## src/rtl/mdio_pkg.sv

```systemverilog
// Shared definitions for the MDIO (Clause 22) management responder.
// Holds the frame field patterns and widths. It also holds the state type
// used by the responder FSM.
package mdio_pkg;

    // Opcode, start and write-turnaround patterns, MSB first on the wire
    localparam logic [1:0] OP_READ    = 2'b10;
    localparam logic [1:0] OP_WRITE   = 2'b01;
    localparam logic [1:0] ST_PATTERN = 2'b01;
    localparam logic [1:0] TA_WRITE   = 2'b10;

    // Field widths of a Clause 22 frame
    localparam int OP_W    = 2;
    localparam int PHYAD_W = 5;
    localparam int REGAD_W = 5;
    localparam int DATA_W  = 16;

    typedef enum logic [2:0] {
        S_IDLE,
        S_ST2,
        S_OP,
        S_PHYAD,
        S_REGAD,
        S_TA,
        S_RDATA,
        S_WDATA
    } mdio_state_t;

endpackage

```

## src/rtl/mdio_sync_edge.sv

```systemverilog
// Synchroniser and MDC rising-edge detector for the MDIO responder.
// Ports:
//   clock       system clock
//   reset       synchronous, active-high
//   mdc_i       raw MDC from the master (asynchronous)
//   mdio_i      raw MDIO pad input (asynchronous)
//   mdc_rise_o  one-clock pulse on a synchronised MDC 0->1 transition
//   mdio_o      synchronised MDIO
module mdio_sync_edge #(
    parameter int SYNC_STAGES = 2
) (
    input  logic clock,
    input  logic reset,
    input  logic mdc_i,
    input  logic mdio_i,
    output logic mdc_rise_o,
    output logic mdio_o
);

    logic [SYNC_STAGES-1:0] mdcSync_q;
    logic [SYNC_STAGES-1:0] mdioSync_q;
    logic                   mdcPrev_q;

    // Both lines pass through the same number of flops. The relative MDC/MDIO
    // timing seen by the master is therefore preserved. MDIO resets to its
    // idle (pulled-up) level.
    always_ff @(posedge clock) begin
        if (reset) begin
            mdcSync_q  <= '0;
            mdioSync_q <= '1;
            mdcPrev_q  <= 1'b0;
        end else begin
            mdcSync_q  <= {mdcSync_q[SYNC_STAGES-2:0], mdc_i};
            mdioSync_q <= {mdioSync_q[SYNC_STAGES-2:0], mdio_i};
            mdcPrev_q  <= mdcSync_q[SYNC_STAGES-1];
        end
    end

    assign mdc_rise_o = mdcSync_q[SYNC_STAGES-1] & ~mdcPrev_q;
    assign mdio_o     = mdioSync_q[SYNC_STAGES-1];

endmodule

```

## src/rtl/mdio_responder.sv

```systemverilog
// MDIO Clause 22 management responder (PHY side).
// Oversamples MDC/MDIO in the system clock domain. Decodes read and write
// frames addressed to PHY_ADDR and serves them from a local register bank.
// Ports:
//   clock, reset          system clock, synchronous active-high reset
//   mdc_in, mdio_in       asynchronous management interface inputs
//   mdio_out, mdio_oe     pad drive value and output enable
//   reg_addr              register address of the current frame
//   reg_rd_en/reg_rd_data read strobe; data is expected one clock later
//   reg_wr_en/reg_wr_data write strobe with the assembled data word
//   frame_err             pulse on a malformed write turnaround to us
module mdio_responder
    import mdio_pkg::*;
#(
    parameter logic [4:0] PHY_ADDR     = 5'd7,
    parameter int         PREAMBLE_MIN = 32,
    parameter int         SYNC_STAGES  = 2
) (
    input  logic        clock,
    input  logic        reset,
    input  logic        mdc_in,
    input  logic        mdio_in,
    output logic        mdio_out,
    output logic        mdio_oe,
    output logic [4:0]  reg_addr,
    output logic        reg_rd_en,
    input  logic [15:0] reg_rd_data,
    output logic        reg_wr_en,
    output logic [15:0] reg_wr_data,
    output logic        frame_err
);

    // One spare count value keeps the counter wide enough for PREAMBLE_MIN=0
    localparam int CNT_W = $clog2(PREAMBLE_MIN + 2);
    localparam logic [CNT_W-1:0] PRE_MIN = CNT_W'(PREAMBLE_MIN);

    logic mdcRise;
    logic mdioBit;

    mdio_sync_edge #(
        .SYNC_STAGES(SYNC_STAGES)
    ) u_sync (
        .clock     (clock),
        .reset     (reset),
        .mdc_i     (mdc_in),
        .mdio_i    (mdio_in),
        .mdc_rise_o(mdcRise),
        .mdio_o    (mdioBit)
    );

    mdio_state_t        state_q,   state_d;
    logic [3:0]         bitCnt_q,  bitCnt_d;
    logic [CNT_W-1:0]   preCnt_q,  preCnt_d;
    logic [DATA_W-1:0]  shift_q,   shift_d;
    logic               isRead_q,  isRead_d;
    logic               oe_q,      oe_d;
    logic               out_q,     out_d;
    logic [REGAD_W-1:0] regAddr_q, regAddr_d;
    logic               rdEn_q,    rdEn_d;
    logic               rdCap_q,   rdCap_d;
    logic               wrEn_q,    wrEn_d;
    logic [DATA_W-1:0]  wrData_q,  wrData_d;
    logic               err_q,     err_d;

    // Next-state logic. Frame bits are sampled only on MDC edge cycles.
    // The read-data capture runs off the strobe pipeline between edges.
    always_comb begin
        state_d   = state_q;
        bitCnt_d  = bitCnt_q;
        preCnt_d  = preCnt_q;
        shift_d   = shift_q;
        isRead_d  = isRead_q;
        oe_d      = oe_q;
        out_d     = out_q;
        regAddr_d = regAddr_q;
        rdEn_d    = 1'b0;
        rdCap_d   = rdEn_q;
        wrEn_d    = 1'b0;
        wrData_d  = wrData_q;
        err_d     = 1'b0;

        // Bank data is valid the clock after the strobe. The strobe is issued
        // well before the next MDC edge, so this never collides with a shift.
        if (rdCap_q) begin
            shift_d = reg_rd_data;
        end

        if (mdcRise) begin
            case (state_q)
                S_IDLE: begin
                    if (mdioBit) begin
                        if (preCnt_q < PRE_MIN) begin
                            preCnt_d = preCnt_q + CNT_W'(1);
                        end
                    end else begin
                        if (preCnt_q >= PRE_MIN) begin
                            state_d = S_ST2;
                        end
                        preCnt_d = '0;
                    end
                end
                S_ST2: begin
                    bitCnt_d = 4'd0;
                    state_d  = (mdioBit == ST_PATTERN[0]) ? S_OP : S_IDLE;
                end
                S_OP: begin
                    shift_d  = {shift_q[DATA_W-2:0], mdioBit};
                    bitCnt_d = bitCnt_q + 4'd1;
                    if (bitCnt_q == 4'(OP_W - 1)) begin
                        bitCnt_d = 4'd0;
                        isRead_d = ({shift_q[0], mdioBit} == OP_READ);
                        if ({shift_q[0], mdioBit} == OP_READ ||
                            {shift_q[0], mdioBit} == OP_WRITE) begin
                            state_d = S_PHYAD;
                        end else begin
                            state_d = S_IDLE;
                        end
                    end
                end
                S_PHYAD: begin
                    shift_d  = {shift_q[DATA_W-2:0], mdioBit};
                    bitCnt_d = bitCnt_q + 4'd1;
                    if (bitCnt_q == 4'(PHYAD_W - 1)) begin
                        bitCnt_d = 4'd0;
                        state_d  = ({shift_q[3:0], mdioBit} == PHY_ADDR) ? S_REGAD : S_IDLE;
                    end
                end
                S_REGAD: begin
                    shift_d  = {shift_q[DATA_W-2:0], mdioBit};
                    bitCnt_d = bitCnt_q + 4'd1;
                    if (bitCnt_q == 4'(REGAD_W - 1)) begin
                        bitCnt_d  = 4'd0;
                        regAddr_d = {shift_q[3:0], mdioBit};
                        rdEn_d    = isRead_q;
                        state_d   = S_TA;
                    end
                end
                S_TA: begin
                    if (isRead_q) begin
                        // TA1 edge grabs the pad and drives TA2 low.
                        // The TA2 edge drives the first data bit.
                        if (bitCnt_q == 4'd0) begin
                            oe_d     = 1'b1;
                            out_d    = 1'b0;
                            bitCnt_d = 4'd1;
                        end else begin
                            out_d    = shift_q[DATA_W-1];
                            shift_d  = {shift_q[DATA_W-2:0], 1'b0};
                            bitCnt_d = 4'd0;
                            state_d  = S_RDATA;
                        end
                    end else if (bitCnt_q == 4'd0) begin
                        if (mdioBit == TA_WRITE[1]) begin
                            bitCnt_d = 4'd1;
                        end else begin
                            err_d   = 1'b1;
                            state_d = S_IDLE;
                        end
                    end else begin
                        bitCnt_d = 4'd0;
                        if (mdioBit == TA_WRITE[0]) begin
                            state_d = S_WDATA;
                        end else begin
                            err_d   = 1'b1;
                            state_d = S_IDLE;
                        end
                    end
                end
                S_RDATA: begin
                    // The 16th edge here is the one on which the master
                    // samples data[0]. The pad is released on that edge.
                    bitCnt_d = bitCnt_q + 4'd1;
                    if (bitCnt_q == 4'd15) begin
                        oe_d    = 1'b0;
                        out_d   = 1'b1;
                        state_d = S_IDLE;
                    end else begin
                        out_d   = shift_q[DATA_W-1];
                        shift_d = {shift_q[DATA_W-2:0], 1'b0};
                    end
                end
                S_WDATA: begin
                    shift_d  = {shift_q[DATA_W-2:0], mdioBit};
                    bitCnt_d = bitCnt_q + 4'd1;
                    if (bitCnt_q == 4'd15) begin
                        wrData_d = {shift_q[DATA_W-2:0], mdioBit};
                        wrEn_d   = 1'b1;
                        state_d  = S_IDLE;
                    end
                end
                default: state_d = S_IDLE;
            endcase
        end
    end

    // State registers
    always_ff @(posedge clock) begin
        if (reset) begin
            state_q   <= S_IDLE;
            bitCnt_q  <= '0;
            preCnt_q  <= '0;
            shift_q   <= '0;
            isRead_q  <= 1'b0;
            oe_q      <= 1'b0;
            out_q     <= 1'b1;
            regAddr_q <= '0;
            rdEn_q    <= 1'b0;
            rdCap_q   <= 1'b0;
            wrEn_q    <= 1'b0;
            wrData_q  <= '0;
            err_q     <= 1'b0;
        end else begin
            state_q   <= state_d;
            bitCnt_q  <= bitCnt_d;
            preCnt_q  <= preCnt_d;
            shift_q   <= shift_d;
            isRead_q  <= isRead_d;
            oe_q      <= oe_d;
            out_q     <= out_d;
            regAddr_q <= regAddr_d;
            rdEn_q    <= rdEn_d;
            rdCap_q   <= rdCap_d;
            wrEn_q    <= wrEn_d;
            wrData_q  <= wrData_d;
            err_q     <= err_d;
        end
    end

    assign mdio_out    = out_q;
    assign mdio_oe     = oe_q;
    assign reg_addr    = regAddr_q;
    assign reg_rd_en   = rdEn_q;
    assign reg_wr_en   = wrEn_q;
    assign reg_wr_data = wrData_q;
    assign frame_err   = err_q;

endmodule

```

## config.mk

```make
export PLATFORM = sky130hd
export DESIGN_NAME = mdio_responder
export DESIGN_NICKNAME = d
export VERILOG_FILES = /design/src/rtl/mdio_pkg.sv /design/src/rtl/mdio_sync_edge.sv /design/src/rtl/mdio_responder.sv
export SDC_FILE = /design/constraint.sdc
export NUM_CORES = 1
export LEC_CHECK = 0
export BUFFER_PORTS_ARGS = -buffer_cell sky130_fd_sc_hd__buf_2
export CAP_MARGIN = 20
export CORE_MARGIN = 8
export CORE_UTILIZATION = 27
export CTS_BUF_LIST = sky130_fd_sc_hd__clkbuf_8 sky130_fd_sc_hd__clkbuf_16
export DETAILED_ROUTE_END_ITERATION = 12
export SETUP_SLACK_MARGIN = 0.05
export SLEW_MARGIN = 40
export SYNTH_ARGS = -nofsm -noshare
export SYNTH_HDL_FRONTEND = slang
export SYNTH_SLANG_ARGS = --single-unit
```

## constraint.sdc

```tcl
create_clock -name clock -period 5 [get_ports clock]
set_input_delay 1 -clock clock [delete_from_list [all_inputs] [get_ports clock]]
set_output_delay 1 -clock clock [all_outputs]
set_load 0.02 [all_outputs]
```

==> impl_metrics.tcl <==
set metrics [dict create \
    final_hold_viol_count 0 \
    end_kind "flop" \
    path_cells "inv_1 -> ha_1 -> nor3b_2 -> inv_2 -> a311o_1 -> o211ai_4 -> nor2_1 -> a211oi_1" \
    groute.usage.overall_pct 10.2 \
    hold_ws_ns 0.431 \
    fin_area_mm2 0.00342 \
    slew_headroom_pct 47.8 \
    setup_ws_ns 2.65 \
    multi_input_area_mm2 0.00156 \
    overflow 0 \
    cts_resized 0 \
    setup_viol 0 \
    cts.clk_slew.worst_paths_ns 0.07 \
    clk_latency_ns 0.35 \
    dpl.cell_count 508 \
    critPathTopFamily "compound AO/OA/AOI/OAI gates" \
    status "finished, final reports clean" \
    synthToLayoutAreaGrowth_pct 17.4 \
    synth-async-reset-ratio_pct 0 \
    io_pins 46 \
    hold_class "flop to flop" \
    drt-total-wl_um 7270 \
    crit_slowest_cell "a311o_1" \
    antenna_found_initial 0 \
    vias 2601 \
    finalCritPeriodShare_pct 46.9 \
    final_nets 407 \
    synth_edf_count 0 \
    grt_pass1_vias 2480 \
    fp.dieArea_mm2 0.0144 \
    ys.flop_type "dfxtp_1" \
    yosysWarnings 0 \
    drt_iter0_drc 162 \
    pre_cts_ws_ns 2.66 \
    crit_path_max_fanout 31 \
    ys_seq_elements 62 \
    fmax_ghz 0.426 \
    drtPass1Iterations 5 \
    fill_cells 1140 \
    wl_per_cell_um 13.9 \
    worstMarginPinSlew_ns 0.779 \
    cts_inserted_buffers 9 \
    grt_start_max_net_pins 57 \
    cts_tree "built" \
    antenna_cells 0 \
    final-seq-area_mm2 0.00124 \
    cap_viol_max_count 0 \
    ctsRootBufferMaster "clkbuf_8" \
    finClkSkew_ns 0.0122 \
    path_class "flop to flop" \
    cts_hold_buf 0 \
    dp_hpwl_um 5070 \
    core_mm2 0.0107 \
    syn_area_per_cell_um2 8.45 \
    rsz0062_at_grt "false" \
    synth-seq-area-share_pct 42.6 \
    leakagePower_nw 1.31 \
    critPathRequiredTime_ns 5.25 \
    cts_buffer_depth 2 \
    grt_pass1_wl_um 12000 \
    finalSetupTns_ns 0 \
    htreeDepth 3 \
    cts.sinks 62 \
    die_h_um 120 \
    die_width_um 120 \
    syn_nets 373 \
    dpl_cell_area_mm2 0.00325 \
    syn_area_mm2 0.00292 \
    synth.distinct_cells 52 \
    drive_gt1_share_pct 19.3 \
    numPortBuffers 45 \
    min_period_ns 2.35 \
    initial_utilization_pct 27.3 \
    gp_congestion 0.877 \
    final_cell_count_no_fill 523 \
    vdd_drop_max_v 0.000103 \
    synthCells 345 \
    drc 0 \
    cp-start-kind "flop" \
    post_cts_buffers 0 \
    slowest_delay_ns 0.41 \
    cp.arrival_ns 2.60 \
    cp_num_buf_inv 2 \
    fp-row-count 38 \
    p_per_area_mw_per_mm2 267 \
    finalMaxSlewViolations 0 \
    routed_via_density 4.97 \
    ant_nets 0 \
]
## sequential cells by signal, summed over array words and instances (netlist names), 2 cells and up
register,cells
state_q,3
u_sync.mdioSync_q,2
bitCnt_q,4
preCnt_q,6
shift_q,16
reg_wr_data,16
reg_addr,5
u_sync.mdcSync_q,2
## cell usage after synthesis (all sizes together) (6+ instances only)
library cell	n	share of area, %
a211oi	16	4.1
a21oi	26	4.5
clkbuf	18	2.3
dfxtp	62	43
ha	8	3.4
inv	11	1.4
mux2i	20	6.9
nand2	50	6.4
nand2b	6	1.3
nand3	12	2.1
nor2	33	4.2
nor2b	9	1.9
o21ai	14	2.4
## kinds of logic after synthesis
kind of cell | after synthesis | share of synthesized area, %
AND/OR/NAND/NOR | 133 | 21.4
AO/OA/AOI/OAI | 85 | 20.1
XOR/XNOR | 3 | 0.901
adder cells (fa/ha/maj) | 8 | 3.43
multiplexers | 20 | 6.86
buffers and inverters | 34 | 4.76
flip-flops | 62 | 42.6
## layout make-up
type	instances	share of cell area, %
clock buffers	11	4.42
flip-flops and latches	62	36.3
repair buffers	46	6.87
multi-input cells	249	45.5
well taps	140	5.12
inverters	11	1.21
clock inverters	4	0.658
## cells in the final DEF (no fill, tap or decap), types with 8 or more instances in the layout
cell type / instances
dfxtp_1: 61
nand2_1: 50
buf_2: 44
nor2_1: 33
a21oi_1: 26
mux2i_1: 20
a211oi_1: 16
o21ai_0: 14
nand3_1: 12
clkbuf_8: 11
inv_1: 9
nor2b_1: 9
ha_1: 8
## worst reg2reg max path: stages (launching register included)
cell      delay (ns)
dfxtp_1         0.37
inv_1           0.12
ha_1            0.23
nor3b_2         0.34
inv_2           0.12
a311o_1         0.41
o211ai_4        0.33
nor2_1          0.10
a211oi_1        0.25
## final timing paths
| path | start | endpoint | slack (ns) | cells past startpoint |
|---|---|---|---|---|
| setup / recovery | bitCnt_q[0] | shift_q[9] | 2.65 | 8 |
| hold / removal | u_sync.mdioSync_q[0] | u_sync.mdioSync_q[1] | 0.43 | 1 |
| setup reg to reg | bitCnt_q[0] | shift_q[9] | 2.65 | 8 |
| hold reg to reg | u_sync.mdioSync_q[0] | u_sync.mdioSync_q[1] | 0.43 | 1 |
## layer usage
layer  global-route usage (%)  share of wire, %  wire length, um
met1                     12.0                44             3200
met2                     15.9                45             3300
met3                     3.90               8.3              604
met4                     5.07               2.2              162
met5                        0                 0                0
## per-stage QoR
step / util, % / total power [mW]
2_1_floorplan: - / 0.522
3_3_place_gp: 30.2 / 0.534
3_5_place_dp: 30.4 / 0.535
4_1_cts: 32.0 / 0.929
5_1_grt: 32.0 / 0.947
6_report: 32.0 / 0.915
## where the power goes
| group | internal, mW | switching [mW] | leakage, nW |
|---|---|---|---|
| clock network | 0.201 | 0.191 | 0.0910 |
| logic | 0.00948 | 0.0151 | 0.722 |
| registers | 0.496 | 0.00239 | 0.501 |
| total | 0.707 | 0.208 | 1.31 |
No activity file was read; power rests on OpenSTA's default activity.
